File: src/rtl/fft_peak_finder.sv
// Bin-serial FFT peak finder: squares each incoming complex bin and tracks the
// strongest bin in the lower half-spectrum (excluding DC), reported once per frame.
module fft_peak_finder #(
    parameter int unsigned N_BINS  = 32,
    parameter int unsigned DATA_W  = 16,
    parameter int unsigned MIN_MAG = 0
) (
    input  logic                        clk,
    input  logic                        reset,
    input  logic [2*DATA_W-1:0]         in_data,
    input  logic                        in_valid,
    output logic                        in_ready,
    input  logic                        in_last,
    output logic [$clog2(N_BINS)-1:0]   peak_bin,
    output logic [2*DATA_W:0]           peak_mag,
    output logic                        peak_found,
    output logic                        frame_err,
    output logic                        result_valid,
    input  logic                        result_ack
);

    localparam int unsigned BW    = $clog2(N_BINS);
    localparam int unsigned SQ_W  = 2*DATA_W;
    localparam int unsigned MAG_W = 2*DATA_W+1;
    localparam logic [BW-1:0]    LAST_BIN  = BW'(N_BINS-1);
    localparam logic [BW-1:0]    HALF_BIN  = BW'(N_BINS/2);
    localparam logic [MAG_W-1:0] MIN_MAG_L = MAG_W'(MIN_MAG);

    typedef enum logic [1:0] {IDLE, ACCUM, DRAIN, HOLD} state_t;
    state_t state, state_nx;

    logic                     xfer;
    logic [BW-1:0]            bin_cnt;
    logic                     err;

    logic                     cap_valid;
    logic [BW-1:0]            cap_bin;
    logic signed [DATA_W-1:0] cap_re, cap_im;

    logic                     s1_valid;
    logic [BW-1:0]            s1_bin;
    logic [SQ_W-1:0]          s1_re2, s1_im2;

    logic signed [SQ_W-1:0]   re_sq, im_sq;
    logic [MAG_W-1:0]         mag;
    logic                     in_window;

    logic [MAG_W-1:0]         best_mag;
    logic [BW-1:0]            best_bin;

    assign xfer = in_valid & in_ready;

    // Squares of two's complement values are non-negative, so the signed product
    // fits SQ_W bits and is reinterpreted as unsigned (including -2^(W-1) squared).
    assign re_sq     = cap_re * cap_re;
    assign im_sq     = cap_im * cap_im;
    assign mag       = {1'b0, s1_re2} + {1'b0, s1_im2};
    assign in_window = (s1_bin != '0) && (s1_bin < HALF_BIN);

    always_ff @(posedge clk or negedge reset) begin
        if (!reset) state <= IDLE;
        else        state <= state_nx;
    end

    always_comb begin
        state_nx     = state;
        in_ready     = 1'b0;
        result_valid = 1'b0;
        unique case (state)
            IDLE:  state_nx = ACCUM;
            ACCUM: begin
                in_ready = 1'b1;
                if (in_valid && in_last) state_nx = DRAIN;
            end
            DRAIN: if (!cap_valid && !s1_valid) state_nx = HOLD;
            HOLD: begin
                result_valid = 1'b1;
                if (result_ack) state_nx = IDLE;
            end
            default: state_nx = IDLE;
        endcase
    end

    always_ff @(posedge clk or negedge reset) begin
        if (!reset) begin
            bin_cnt    <= '0;
            err        <= 1'b0;
            cap_valid  <= 1'b0;
            cap_bin    <= '0;
            cap_re     <= '0;
            cap_im     <= '0;
            s1_valid   <= 1'b0;
            s1_bin     <= '0;
            s1_re2     <= '0;
            s1_im2     <= '0;
            best_mag   <= '0;
            best_bin   <= '0;
            peak_bin   <= '0;
            peak_mag   <= '0;
            peak_found <= 1'b0;
            frame_err  <= 1'b0;
        end else begin
            cap_valid <= xfer;
            if (xfer) begin
                cap_re  <= in_data[2*DATA_W-1:DATA_W];
                cap_im  <= in_data[DATA_W-1:0];
                cap_bin <= bin_cnt;
                bin_cnt <= bin_cnt + BW'(1);
                if (in_last != (bin_cnt == LAST_BIN)) err <= 1'b1;
            end

            s1_valid <= cap_valid;
            s1_bin   <= cap_bin;
            s1_re2   <= re_sq;
            s1_im2   <= im_sq;

            if (state == IDLE) begin
                bin_cnt  <= '0;
                err      <= 1'b0;
                best_mag <= '0;
                best_bin <= '0;
            end else if (s1_valid && in_window && (mag > best_mag)) begin
                best_mag <= mag;
                best_bin <= s1_bin;
            end

            if (state == DRAIN && state_nx == HOLD) begin
                peak_bin   <= best_bin;
                peak_mag   <= best_mag;
                peak_found <= (best_mag > MIN_MAG_L);
                frame_err  <= err;
            end
        end
    end

endmodule

File: config.mk
export PLATFORM = sky130hd
export DESIGN_NAME = fft_peak_finder
export DESIGN_NICKNAME = d
export VERILOG_FILES = /design/src/rtl/fft_peak_finder.sv
export SDC_FILE = /design/constraint.sdc
export NUM_CORES = 2
export LEC_CHECK = 0
export ABC_AREA = 1
export BUFFER_PORTS_ARGS = -buffer_cell sky130_fd_sc_hd__clkbuf_2
export CAP_MARGIN = 20
export CORE_ASPECT_RATIO = 1.1
export CORE_MARGIN = 2
export CORE_UTILIZATION = 54
export DETAILED_ROUTE_END_ITERATION = 12
export GPL_ROUTABILITY_DRIVEN = 1
export PLACE_DENSITY = 0.75
export SYNTH_ARGS = -nofsm -noshare
export SYNTH_HDL_FRONTEND = slang
export SYNTH_SLANG_ARGS = --single-unit
File: constraint.sdc
create_clock -name clk -period 16.94 [get_ports clk]
set_clock_uncertainty 0.1 [all_clocks]
set_input_delay 0.847 -clock clk [delete_from_list [all_inputs] [get_ports clk]]
set_output_delay 0.847 -clock clk [all_outputs]
set_load 0.02 [all_outputs]
==> metrics <==
WL/cell 15.2 um; post-route ant nets 0; number of max-cap violations 0; Fmax 153 MHz; flop2flop setup slack 10.39 ns; Core Box Area 52400 um2; cell with the most instances after synthesis inv_1; top cells by count, synth inv_1, nand2_1, fa_1; post-layout minimum cycle time 6.55 ns; Critical Path Start Type flip-flop; initial antenna violation count 0; clk sinks 192; # diodes 0; number of CTS-inserted buffers 17; hold_buf cts 0; Resized Gates After CTS 0; Hold Path Class primary input to async pin; final core utilization 57.4%; Post-synth EDFFs 0; CTS tree yes; CTS H-Tree Depth 4; global-route wire length before repair 109000 um; Nets 4302; worst-case clock buffer depth 2; Syn Area/Cell 8.06 um2; crit path capture type flip-flop; post-route setup slack 10.39 ns; Final Max Tran Viols 0; critical path arrival 6.82 ns; DR iter-0 viols 1243; CP startpoint cap_re[15]; TNS Setup 0 ns; vias in the first global route 22536; via count 21591; syn_nets 4296; Setup Fix Bufs, Post-CTS 0; die area 54800 um2; top_reg_cell synth dfrtp_1; status complete, no violations; Final Setup Violations 0; type of the worst setup path flip-flop to flip-flop; Synth top area share 32.8%; DRC viols 0; pre-CTS setup slack 10.44 ns; Initial Util 54.5%; worst flop-to-flop path startpoint cap_re[15]; Core Rows 88; top post-synthesis cells by area fa_1, dfrtp_1, inv_1; Vias per Instance 5.09; final worst path period share 38.7%; Final GP Congestion 0.940; Port Buffers 78; grt ovf 0; P&R area growth vs syn 5.31%; largest net degree at the start of global routing 77; Critical Path RT 17.21 ns; ys async rst share 100%; Routed Wire Length 64600 um; Hold Vio Cnt, Final 0; clock root cell clkbuf_16; yosys warns 0; Total GRT Usage 25.1%; clk_lat worst skew 0.50 ns; sequential share of the synthesized area 16.8%; Reg clk slew, reported paths 0.09 ns; Vert. Die Dim 245 um; share of post-route cells with drive strength above 1 4.21%; Detailed Place HPWL 54100 um; DR pass1 iterations 5; num ports 79; register bit count reported by yosys 192; Post-Syn Area 28600 um2; RSZ-0062 raised after global routing false; Syn Inst Count 3546; Synth cell types 41; worst-path fanout max 23; worst relative slew slack 40.8%; cell taking the most area after synthesis fa_1; die span in x 223 um; slew at the pin closest to its max-slew limit 0.888 ns
-- metrics by stage --
step / hold WS (ns) / area (um2) / cells
2_1_floorplan: 0.252 / 28600 / 3546
3_3_place_gp: 0.258 / 29500 / 4208
3_5_place_dp: 0.263 / 29500 / 4208
4_1_cts: 0.266 / 30100 / 4240
5_1_grt: 0.296 / 30100 / 4240
6_report: 0.276 / 30100 / 4240
-- flip-flops by register name, summed over array words and instances (netlist names) --
name / flops
best_bin: 5
best_mag: 33
bin_cnt: 5
cap_bin: 5
cap_im: 16
cap_re: 16
cap_valid: 1
err: 1
frame_err: 1
peak_bin: 5
peak_found: 1
peak_mag: 33
s1_bin: 5
s1_im2: 31
s1_re2: 31
s1_valid: 1
state: 2
-- worst max-delay path: stages, from the launching register on --
cell and delay (ns):
dfrtp_1 0.84, clkinv_1 0.59, nor2_1 0.27, fa_1 0.46, fa_1 0.49, inv_1 0.05, fa_1 0.48, inv_1 0.06
fa_1 0.45, fa_1 0.50, inv_1 0.05, fa_1 0.47, inv_1 0.04, ha_1 0.35, nand2_1 0.12, nor2_1 0.15
inv_1 0.06, nor2_1 0.28, nand4_1 0.17, nand3_1 0.18, xor2_1 0.26
-- area by class of cell --
cell class,instances,area [um2]
clock inverters,14,168
fillers,4724,22300
inverters,956,3590
multi-input cells,2297,19800
repair buffers,88,474
clock buffers,18,439
well taps,675,845
flip-flops and latches,192,4800
-- final timing paths --
check | to | cells after the start
setup / recovery | s1_re2[22] | 20
hold / removal | cap_re[11] | 1
setup reg to reg | s1_re2[22] | 20
hold reg to reg | s1_bin[4] | 0
max in group asynchronous | s1_im2[16] | 2
min in group clk | s1_bin[4] | 0
-- cell families (layout without fill, tap and decap cells) --
kind of cell / after synthesis / count (layout) / share of synthesized area (%)
buffers and inverters: 1057 / 1076 / 14.0
AOI/OAI and AO/OA: 244 / 244 / 4.64
xor gates and xnor gates: 101 / 101 / 3.10
and+or+nand+nor: 1239 / 1239 / 17.9
adders and majority gates: 713 / 713 / 43.5
DFF: 192 / 192 / 16.8
-- layout by cell type, fill, tap and decap left out, drive strengths merged, types with 59 or more instances in the layout --
master / Yosys / layout
xor2: 69 / 69
fa: 468 / 468
a21oi: 99 / 99
clkbuf: 87 / 96
nand4: 59 / 59
o21ai: 104 / 104
nor2: 157 / 157
nand2: 851 / 851
inv: 954 / 961
nand3: 115 / 115
dfrtp: 192 / 192
ha: 245 / 245
-- layer usage --
layer / global-route usage [%] / vias up / part of all wire [%]
li1: - / 10478 / -
met1: 32.3 / 10528 / 44
met2: 43.4 / 465 / 49
met3: 3.83 / 120 / 4.4
met4: 8.80 / 0 / 3.3
met5: 0 / - / 0
Power is not shown: default switching activity piles up to over one toggle a cycle in this logic, so the estimate is an artifact.
